--- config.mk ---
export PLATFORM = sky130hd
export DESIGN_NAME = store_buffer_flat
export DESIGN_NICKNAME = d
export VERILOG_FILES = /design/src/rtl/store_buffer_if.sv /design/src/rtl/store_buffer.sv /design/src/flat_wrapper.sv
export SDC_FILE = /design/constraint.sdc
export NUM_CORES = 1
export LEC_CHECK = 0
export CORE_ASPECT_RATIO = 1.4
export CORE_MARGIN = 1.5
export CORE_UTILIZATION = 36
export DETAILED_ROUTE_END_ITERATION = 12
export GPL_ROUTABILITY_DRIVEN = 0
export PLACE_DENSITY_LB_ADDON = 0.3
export SYNTH_ARGS = -nofsm -noshare
export SYNTH_HDL_FRONTEND = slang
export SYNTH_SLANG_ARGS = --single-unit
--- constraint.sdc ---
create_clock -name clk -period 4.9 [get_ports clk]
set_input_delay 0.98 -clock clk [delete_from_list [all_inputs] [get_ports clk]]
set_output_delay 0.98 -clock clk [all_outputs]
set_load 0.005 [all_outputs]
--- src/rtl/store_buffer_if.sv ---
// Store-buffer bus bundle: MEM-stage store/load side and data-memory write port.
// The buffer takes the slave modport, the MEM stage / memory side the master.
interface store_buffer_if #(
    parameter int AW = 32,
    parameter int DW = 32
);
    logic          st_valid;
    logic [AW-1:0] st_addr;
    logic [DW-1:0] st_data;
    logic          st_ready;
    logic          ld_valid;
    logic [AW-1:0] ld_addr;
    logic          ld_hit;
    logic [DW-1:0] ld_data;
    logic          dm_busy;
    logic          dm_wr;
    logic [AW-1:0] dm_addr;
    logic [DW-1:0] dm_wdata;
    logic          empty;

    modport master (
        output st_valid, st_addr, st_data,
        output ld_valid, ld_addr,
        output dm_busy,
        input  st_ready, ld_hit, ld_data,
        input  dm_wr, dm_addr, dm_wdata, empty
    );

    modport slave (
        input  st_valid, st_addr, st_data,
        input  ld_valid, ld_addr,
        input  dm_busy,
        output st_ready, ld_hit, ld_data,
        output dm_wr, dm_addr, dm_wdata, empty
    );
endinterface

--- src/rtl/store_buffer.sv ---
// FIFO store buffer between MEM stage and data memory, with store-to-load
// forwarding from the youngest matching buffered entry.
module store_buffer #(
    parameter int DEPTH = 4,
    parameter int AW    = 32,
    parameter int DW    = 32
) (
    input logic          clk,
    input logic          rst,
    store_buffer_if.slave sb
);
    localparam int PW = (DEPTH > 1) ? $clog2(DEPTH) : 1;
    localparam int CW = PW + 1;

    logic [PW-1:0] head_q, head_d;
    logic [PW-1:0] tail_q, tail_d;
    logic [CW-1:0] count_q, count_d;

    // Entry storage carries no reset; occupancy alone decides visibility.
    logic [AW-1:0] addr_q [DEPTH];
    logic [DW-1:0] data_q [DEPTH];

    logic          is_empty;
    logic          is_full;
    logic          push;
    logic          pop;
    logic          hit;
    logic [DW-1:0] fwd;
    logic [PW-1:0] idx;

    always_comb begin
        is_empty = (count_q == '0);
        is_full  = (count_q == CW'(DEPTH));
        push     = sb.st_valid && !is_full;
        pop      = !is_empty && !sb.dm_busy;
        head_d   = pop  ? head_q + PW'(1) : head_q;
        tail_d   = push ? tail_q + PW'(1) : tail_q;
        count_d  = count_q;
        if (push && !pop) begin
            count_d = count_q + CW'(1);
        end else if (pop && !push) begin
            count_d = count_q - CW'(1);
        end
    end

    always_ff @(posedge clk or posedge rst) begin
        if (rst) begin
            head_q  <= '0;
            tail_q  <= '0;
            count_q <= '0;
        end else begin
            head_q  <= head_d;
            tail_q  <= tail_d;
            count_q <= count_d;
        end
    end

    always_ff @(posedge clk) begin
        if (push) begin
            addr_q[tail_q] <= sb.st_addr;
            data_q[tail_q] <= sb.st_data;
        end
    end

    // Walk oldest to youngest so the last match wins.
    always_comb begin
        hit = 1'b0;
        fwd = '0;
        idx = '0;
        for (int i = 0; i < DEPTH; i++) begin
            idx = head_q + PW'(i);
            if ((CW'(i) < count_q) && (addr_q[idx] == sb.ld_addr)) begin
                hit = 1'b1;
                fwd = data_q[idx];
            end
        end
    end

    assign sb.st_ready = !is_full;
    assign sb.empty    = is_empty;
    assign sb.dm_wr    = pop;
    assign sb.dm_addr  = is_empty ? '0 : addr_q[head_q];
    assign sb.dm_wdata = is_empty ? '0 : data_q[head_q];
    assign sb.ld_hit   = sb.ld_valid && hit;
    assign sb.ld_data  = (sb.ld_valid && hit) ? fwd : '0;
endmodule

--- src/flat_wrapper.sv ---
// flat-port wrapper written by rule: the top's interface ports become plain ports
module store_buffer_flat 
#(
    parameter int DEPTH = 4,
    parameter int AW    = 32,
    parameter int DW    = 32
)
  (clk, rst, sb_st_valid, sb_st_addr, sb_st_data, sb_ld_valid, sb_ld_addr, sb_dm_busy, sb_st_ready, sb_ld_hit, sb_ld_data, sb_dm_wr, sb_dm_addr, sb_dm_wdata, sb_empty);
  store_buffer_if #(.AW(AW), .DW(DW)) sb_i ();
  input logic clk;
  input logic rst;
  input wire logic [$bits(sb_i.st_valid)-1:0] sb_st_valid;
  input wire logic [$bits(sb_i.st_addr)-1:0] sb_st_addr;
  input wire logic [$bits(sb_i.st_data)-1:0] sb_st_data;
  input wire logic [$bits(sb_i.ld_valid)-1:0] sb_ld_valid;
  input wire logic [$bits(sb_i.ld_addr)-1:0] sb_ld_addr;
  input wire logic [$bits(sb_i.dm_busy)-1:0] sb_dm_busy;
  output wire logic [$bits(sb_i.st_ready)-1:0] sb_st_ready;
  output wire logic [$bits(sb_i.ld_hit)-1:0] sb_ld_hit;
  output wire logic [$bits(sb_i.ld_data)-1:0] sb_ld_data;
  output wire logic [$bits(sb_i.dm_wr)-1:0] sb_dm_wr;
  output wire logic [$bits(sb_i.dm_addr)-1:0] sb_dm_addr;
  output wire logic [$bits(sb_i.dm_wdata)-1:0] sb_dm_wdata;
  output wire logic [$bits(sb_i.empty)-1:0] sb_empty;
  assign sb_i.st_valid = sb_st_valid;
  assign sb_i.st_addr = sb_st_addr;
  assign sb_i.st_data = sb_st_data;
  assign sb_i.ld_valid = sb_ld_valid;
  assign sb_i.ld_addr = sb_ld_addr;
  assign sb_i.dm_busy = sb_dm_busy;
  assign sb_st_ready = sb_i.st_ready;
  assign sb_ld_hit = sb_i.ld_hit;
  assign sb_ld_data = sb_i.ld_data;
  assign sb_dm_wr = sb_i.dm_wr;
  assign sb_dm_addr = sb_i.dm_addr;
  assign sb_dm_wdata = sb_i.dm_wdata;
  assign sb_empty = sb_i.empty;
  store_buffer #(.DEPTH(DEPTH), .AW(AW), .DW(DW)) u_core (.clk(clk), .rst(rst), .sb(sb_i));
endmodule
; ---- After elaboration in Yosys (flattened, before gate mapping)
; Memories as Yosys holds them, arrays and structs flattened.
; Cells that the tools add are included.
[classes]
add_sub_neg = 6
order_cmp = 4
eq_ne = 5
mux = 15
n_reduce_logical = 16
[op_table]
columns = cell, count
row1 = two-way mux 32 bit, 7
row2 = equality test 32 bit, 4
row3 = logical AND 1 bit, 9
row4 = < comparator 1 x 3 -> 1 bit (first input constant), 2
row5 = < comparator 2 x 3 -> 1 bit (first input constant), 2
row6 = two-way mux 1 bit, 6
row7 = two-way mux 3 bit, 2
row8 = logical NOT 1 bit, 5
row9 = adder 2 x 1 -> 2 bit (second input constant), 2
row10 = adder 2 bit (second input constant), 2
row11 = adder 3 x 1 -> 3 bit (second input constant), 1
row12 = equality test 3 bit (second input constant), 1
row13 = logical NOT 3 bit, 1
row14 = subtractor 3 x 1 -> 3 bit (second input constant), 1
row15 = nonzero test 2 bit, 1
[totals]
ff_bits = 7
ram_bits = 256
input_bits = 101
out_inout_bits = 100
wordCells = 51
n_memories = 2
[memory_table]
columns = name, depth, word_bits, read_ports, rd_ports_with_merged_regs, write_ports, line
row1 = u_core.addr_q, 4, 32, 4, 0, 1, store_buffer.sv:20  ; logic [AW-1:0] addr_q [DEPTH];
row2 = u_core.data_q, 4, 32, 4, 0, 1, store_buffer.sv:21  ; logic [DW-1:0] data_q [DEPTH];

; ---- Longest topological paths before layout
; An unclocked memory read counts as a cell.
[logic_depth]
ltp_word = 9
ltp_mapped = 15
ltp_nobuf = 9

; ---- Worst setup path after synthesis
; No wires, ideal clock.
[synth_timing]
path_kind = input port to output port
from = input port sb_ld_addr[12]
to = output port sb_ld_data[10]
t_arrival_ns = 3.071
t_required_ns = 3.920
setup_slack_ns = 0.849
stages = 8
path_buffers = 2
path_cell_list = buf_1 xor2_1 or4_1 a2111oi_4 clkbuf_1 nand4_1 o221ai_1 o211a_1
[synth_via]
elab_chain_len = 8
elab_cells_between_ends = 18
cone_classes = eq/ne: 4 / mux: 9 / reduce/logical: 5
[synth_rtl]
columns = element, line
row1 = from (decl), flat_wrapper.sv:16  ; input wire logic [$bits(sb_i.ld_addr)-1:0] sb_ld_addr;
row2 = equality test 32 bit, store_buffer.sv:72  ; if ((CW'(i) < count_q) && (addr_q[idx] == sb.ld_addr)) begin
row3 = logical AND 1 bit, store_buffer.sv:72
row4 = two-way mux 1 bit (4 in series), store_buffer.sv:72
row5 = logical AND 1 bit, store_buffer.sv:85  ; assign sb.ld_data = (sb.ld_valid && hit) ? fwd : '0;
row6 = two-way mux 32 bit *, store_buffer.sv:85
row7 = to (decl), flat_wrapper.sv:20  ; output wire logic [$bits(sb_i.ld_data)-1:0] sb_ld_data;
; Every way passes the cells marked *; elsewhere a longest branch is shown, timed or not.

; ---- Final worst setup path
[layout_timing]
from = register u_core.head_q[1]
to = output port sb_ld_data[15]
[layout_via]
elab_chain_len = 9
elab_cells_between_ends = 23
cone_classes = add/sub: 3 / eq/ne: 4 / mux: 9 / reduce/logical: 5 / memory: 2
[layout_rtl]
columns = element, line
row1 = from (decl), store_buffer.sv:15  ; logic [PW-1:0] head_q, head_d;
row2 = from (signal assigned), store_buffer.sv:48  ; head_q <= '0;
row3 = from (signal assigned), store_buffer.sv:52  ; head_q <= head_d;
row4 = adder 2 x 1 -> 2 bit / memory read (4 x 32 bit) (equally long branches), -
row5 = memory read (4 x 32 bit) / equality test 32 bit (equally long branches), -
row6 = equality test 32 bit / logical AND 1 bit (equally long branches), store_buffer.sv:72
row7 = logical AND 1 bit / two-way mux 1 bit (equally long branches), store_buffer.sv:72
row8 = two-way mux 1 bit (3 in series), store_buffer.sv:72
row9 = logical AND 1 bit, store_buffer.sv:85
row10 = two-way mux 32 bit *, store_buffer.sv:85
; Marked as above.

==> insert_results.sql <==
INSERT INTO impl_metrics (metric_group, metric, value, unit) VALUES
('run_status', 'outcome', 'complete, but fails checks', ''),
('run_status', 'violated_checks', 'negative setup slack', ''),
('timing', 'post-route-period-util', '104', '%'),
('timing', 'setup_tns', '-4560', 'ps'),
('global_routing', 'first_pass_grt_wire_length', '90600', 'µm'),
('die', 'num_io_pins', '201', ''),
('timing', 'relSlewSlack', '34.0', '%'),
('power_and_ir_drop', 'maximum_ir_drop_on_the_vdd_rail', '0.000375', 'V'),
('logic_synthesis', 'ys_seq_elements', '263', ''),
('clock_tree', 'cts_htree_levels', '1', ''),
('detailed_routing', 'vias_per_cell', '5.82', ''),
('placement', 'detailedPlacementHpwl', '42900', 'µm'),
('job', 'drv.max_cap_violation_count', '0', ''),
('timing', 'achievable-frequency', '195', 'MHz'),
('critical_path', 'crit_chain', 'buf_12 -> buf_12 -> mux2_4 -> mux2i_2 -> xnor2_1 -> nor4_1 -> buf_4 -> o2111ai_2 -> or4_4 -> nand3b_4 -> buf_4 -> clkbuf_16 -> o211a_1 -> dlygate4sd2_1', ''),
('logic_synthesis', 'postSynth.asyncResetShare', '2.66', '%'),
('global_routing', 'met2_usage', '43.2', '%'),
('clock_tree', 'cts_buffer_depth', '3', ''),
('die', 'core', '48300', 'µm²'),
('timing', 'finalMaxSlewViolations', '0', ''),
('timing', 'finalWorstSetupSlack', '-218', 'ps'),
('critical_path', 'critPathRequiredTime', '3920', 'ps'),
('logic_synthesis', 'netlist_instances', '1607', ''),
('layout', 'layout-drive-gt1-share', '23.9', '%'),
('critical_path', 'timing.critical_path.buf_inv', '6', ''),
('layout', 'syn_to_final_growth', '32.3', '%'),
('global_routing', 'antenna_found_initial', '3', ''),
('logic_synthesis', 'ys_seq_area_share', '44.5', '%'),
('critical_path', 'path_class', 'reg2out', ''),
('worst_hold_path', 'min_path_type', 'reg2reg', ''),
('logic_synthesis', 'synth.cell_area', '17700', 'µm²'),
('detailed_routing', 'detailroute.via_count', '15063', ''),
('global_routing', 'grt_max_degree', '91', ''),
('die', 'design.die.area', '50500', 'µm²'),
('layout', 'final_nets', '2045', ''),
('critical_path', 'worstPathMaxFanout', '6', ''),
('critical_path', 'data_arrival_critical_path', '4140', 'ps'),
('timing', 'setup_repair_after_global_routing_missed_its_margin', 'true', ''),
('clock_tree', 'cts_root_buffer', 'sky130_fd_sc_hd__clkbuf_16', ''),
('global_routing', 'grt_util_all_layers', '23.9', '%'),
('timing', 'timing.final.hold_violations', '0', ''),
('layout', 'fillerInstances', '4388', ''),
('critical_path', 'critPathMaxStageDelay', '700', 'ps'),
('logic_synthesis', 'synth.yosys.warnings', '0', ''),
('global_routing', 'grt_use_met1', '27.6', '%'),
('timing', 'clock_skew', '23.1', 'ps'),
('placement', 'dpl_worst_slack', '-280', 'ps'),
('global_routing', 'grt_busiest_layer', 'met2', ''),
('clock_tree', 'worstSkewPairLatency', '580', 'ps'),
('placement', 'place.port_buffers', '200', ''),
('detailed_routing', 'routed_wire_length_per_instance', '24.7', 'µm'),
('critical_path', 'critical-path-slowest-cell', 'sky130_fd_sc_hd__or4_4', ''),
('detailed_routing', 'route.final.wire_length', '63800', 'µm'),
('logic_synthesis', 'synth-edff-count', '256', ''),
('global_routing', 'grtUsageMet3', '3.36', '%'),
('clock_tree', 'tritoncts.num_buffers', '29', ''),
('detailed_routing', 'number_of_drc_violations_after_detailed_routing', '0', ''),
('detailed_routing', 'drt_pre_antenna_iters', '6', ''),
('logic_synthesis', 'synth_top_flop_cell', 'sky130_fd_sc_hd__edfxtp_1', ''),
('clock_tree', 'cts.sinks', '263', ''),
('critical_path', 'timing.critical_path.from_type', 'register', ''),
('power_and_ir_drop', 'fin_total_pwr', '0.0138', 'W'),
('detailed_routing', 'number_of_routed_nets_with_antenna_violations', '0', ''),
('die', 'initial_utilization', '36.6', '%'),
('global_routing', 'grt_pass1_vias', '15044', ''),
('power_and_ir_drop', 'cellPowerDensity', '591', 'nW/µm²'),
('timing', 'worst_slew_pin_slew', '990', 'ps'),
('die', 'num_rows', '95', ''),
('logic_synthesis', 'syn-num-nets', '1717', ''),
('die', 'fp.dieW', '190', 'µm'),
('timing', 'report.final.setup_viol', '33', ''),
('logic_synthesis', 'ys_types', '60', ''),
('clock_tree', 'cts_tree', 'done', ''),
('clock_tree', 'cts.reportedPaths.clkPinSlew', '70', 'ps'),
('logic_synthesis', 'syn-mean-instance-area', '11.0', 'µm²'),
('timing', 'finalCriticalPeriod', '5120', 'ps'),
('global_routing', 'global_route.overflow_total', '0', ''),
('die', 'die_height', '265', 'µm'),
('critical_path', 'cell_family_with_the_largest_share_of_critical_path_delay', 'simple AND/OR/NAND/NOR gates', ''),
('power_and_ir_drop', 'leakage_power', '9.18', 'nW'),
('critical_path', 'setup.worst_path.end_class', 'primary output', ''),
('detailed_routing', 'detail_route.iter0.violations', '1190', '');
per-stage QoR:
step,hold WS [ps],instance area (µm²),utilization (%),instances
after CTS,626,22800,47.3,2546
final,630,23400,48.5,2588
after global placement,584,21400,44.3,2471
after floorplan,528,17700,-,1607
after global routing,661,23400,48.5,2587
after detailed placement,610,21400,44.3,2471
cell families after synthesis:
| group | Yosys count | synth area share, % |
|---|---|---|
| compound gates | 356 | 14.5 |
| simple gates | 404 | 11.2 |
| buf+inv | 172 | 5.06 |
| fa+ha+maj | 9 | 0.637 |
| xor+xnor | 120 | 5.94 |
| mux | 283 | 18.2 |
| flops | 263 | 44.5 |
power by group:
group	internal [W]	switching, W	total (W)
sequential	0.00299	0.000270	0.00326
clock	0.00135	0.000930	0.00228
combinational	0.00381	0.00447	0.00828
total	0.00815	0.00567	0.0138
routing by layer:
layer / up-vias / routed length (µm)
met5: - / 23
met3: 184 / 4270
met2: 713 / 32600
met1: 7355 / 23700
li1: 6807 / -
met4: 4 / 3290
synthesized netlist by cell type, types with 24 or more instances:
cell type	number	share of area, %
sky130_fd_sc_hd__nand2_1	96	2.0
sky130_fd_sc_hd__xnor2_1	82	4.1
sky130_fd_sc_hd__edfxtp_1	256	43
sky130_fd_sc_hd__o221ai_1	34	1.7
sky130_fd_sc_hd__nor2b_1	46	1.6
sky130_fd_sc_hd__clkbuf_1	76	1.6
sky130_fd_sc_hd__nor2_1	93	2.0
sky130_fd_sc_hd__o211a_1	35	2.0
sky130_fd_sc_hd__o21a_1	33	1.4
sky130_fd_sc_hd__a211o_1	31	1.5
sky130_fd_sc_hd__mux2_2	46	2.9
sky130_fd_sc_hd__nor3_1	47	1.3
sky130_fd_sc_hd__mux4_2	24	3.1
sky130_fd_sc_hd__nand3_1	36	1.0
sky130_fd_sc_hd__a211oi_1	45	1.9
sky130_fd_sc_hd__mux2i_1	208	12
sky130_fd_sc_hd__o21ai_0	52	1.5
sky130_fd_sc_hd__a21oi_1	72	2.0
sky130_fd_sc_hd__xor2_1	38	1.9
sky130_fd_sc_hd__buf_2	27	0.76
sky130_fd_sc_hd__nand4_1	42	1.5
flip-flops by register name, summed over array words and instances (netlist names):
signal / flops
u_core.addr_q: 128
u_core.count_q: 3
u_core.data_q: 128
u_core.head_q: 2
u_core.tail_q: 2
final timing paths:
check,end,cells past startpoint,slack (ps),from
worst min-delay path,u_core.count_q[1],2,630,u_core.count_q[1]
max in group asynchronous,u_core.head_q[1],2,4000,rst
min in group asynchronous,u_core.count_q[0],2,660,rst
worst min register to register,u_core.count_q[1],2,630,u_core.count_q[1]
worst max-delay path,sb_ld_data[15],14,-220,u_core.head_q[1]
worst max register to register,u_core.addr_q[2][21],5,2350,u_core.count_q[0]
placed cells by master, fill, tap and decap left out, types with 9 or more instances in the layout:
cell                              instances
sky130_fd_sc_hd__a211o_1                 31
sky130_fd_sc_hd__a211oi_1                45
sky130_fd_sc_hd__a21oi_1                 72
sky130_fd_sc_hd__and2_1                  13
sky130_fd_sc_hd__buf_12                  24
sky130_fd_sc_hd__buf_4                  199
sky130_fd_sc_hd__buf_6                   14
sky130_fd_sc_hd__clkbuf_16               37
sky130_fd_sc_hd__clkbuf_2                21
sky130_fd_sc_hd__clkdlybuf4s50_1        166
sky130_fd_sc_hd__edfxtp_1               256
sky130_fd_sc_hd__ha_1                     9
sky130_fd_sc_hd__inv_1                   13
sky130_fd_sc_hd__mux2_2                  45
sky130_fd_sc_hd__mux2i_1                187
sky130_fd_sc_hd__mux2i_2                 20
sky130_fd_sc_hd__mux4_2                  24
sky130_fd_sc_hd__nand2_1                 96
sky130_fd_sc_hd__nand3_1                 36
sky130_fd_sc_hd__nand4_1                 42
sky130_fd_sc_hd__nor2_1                  92
sky130_fd_sc_hd__nor2b_1                 45
sky130_fd_sc_hd__nor3_1                  46
sky130_fd_sc_hd__nor4_1                  10
sky130_fd_sc_hd__o211a_1                 34
sky130_fd_sc_hd__o21a_1                  33
sky130_fd_sc_hd__o21ai_0                 51
sky130_fd_sc_hd__o221ai_1                21
sky130_fd_sc_hd__o221ai_2                13
sky130_fd_sc_hd__o22ai_1                 15
sky130_fd_sc_hd__xnor2_1                 79
sky130_fd_sc_hd__xor2_1                  36
timing repair:
item / in CTS / in global routing
gates resized for setup: 100 / 86
gates cloned: 3 / 10
setup endpoints to repair: 41 / 38
pin swaps: 18 / 19
hold buffers: 0 / 0
setup buffers: 19 / 33
worst register-to-register path: stages, from the launching register on:
cell                      delay (ps)
sky130_fd_sc_hd__dfrtp_1         480
sky130_fd_sc_hd__inv_1           110
sky130_fd_sc_hd__ha_1            220
sky130_fd_sc_hd__nand2_1         180
sky130_fd_sc_hd__and3_4          810
sky130_fd_sc_hd__buf_4           420
cell type report:
cell class,count,area [µm²],share of cell area (%)
Inverter,14,57.6,0.246
Timing Repair Buffer,455,4410,18.8
Antenna cell,1,2.50,0.0107
Tap cell,630,788,3.37
Multi-Input combinational cell,1172,9270,39.7
Clock buffer,32,737,3.15
Sequential cell,263,7870,33.7
Clock inverter,21,251,1.08
(Power assumes the default switching activity.)
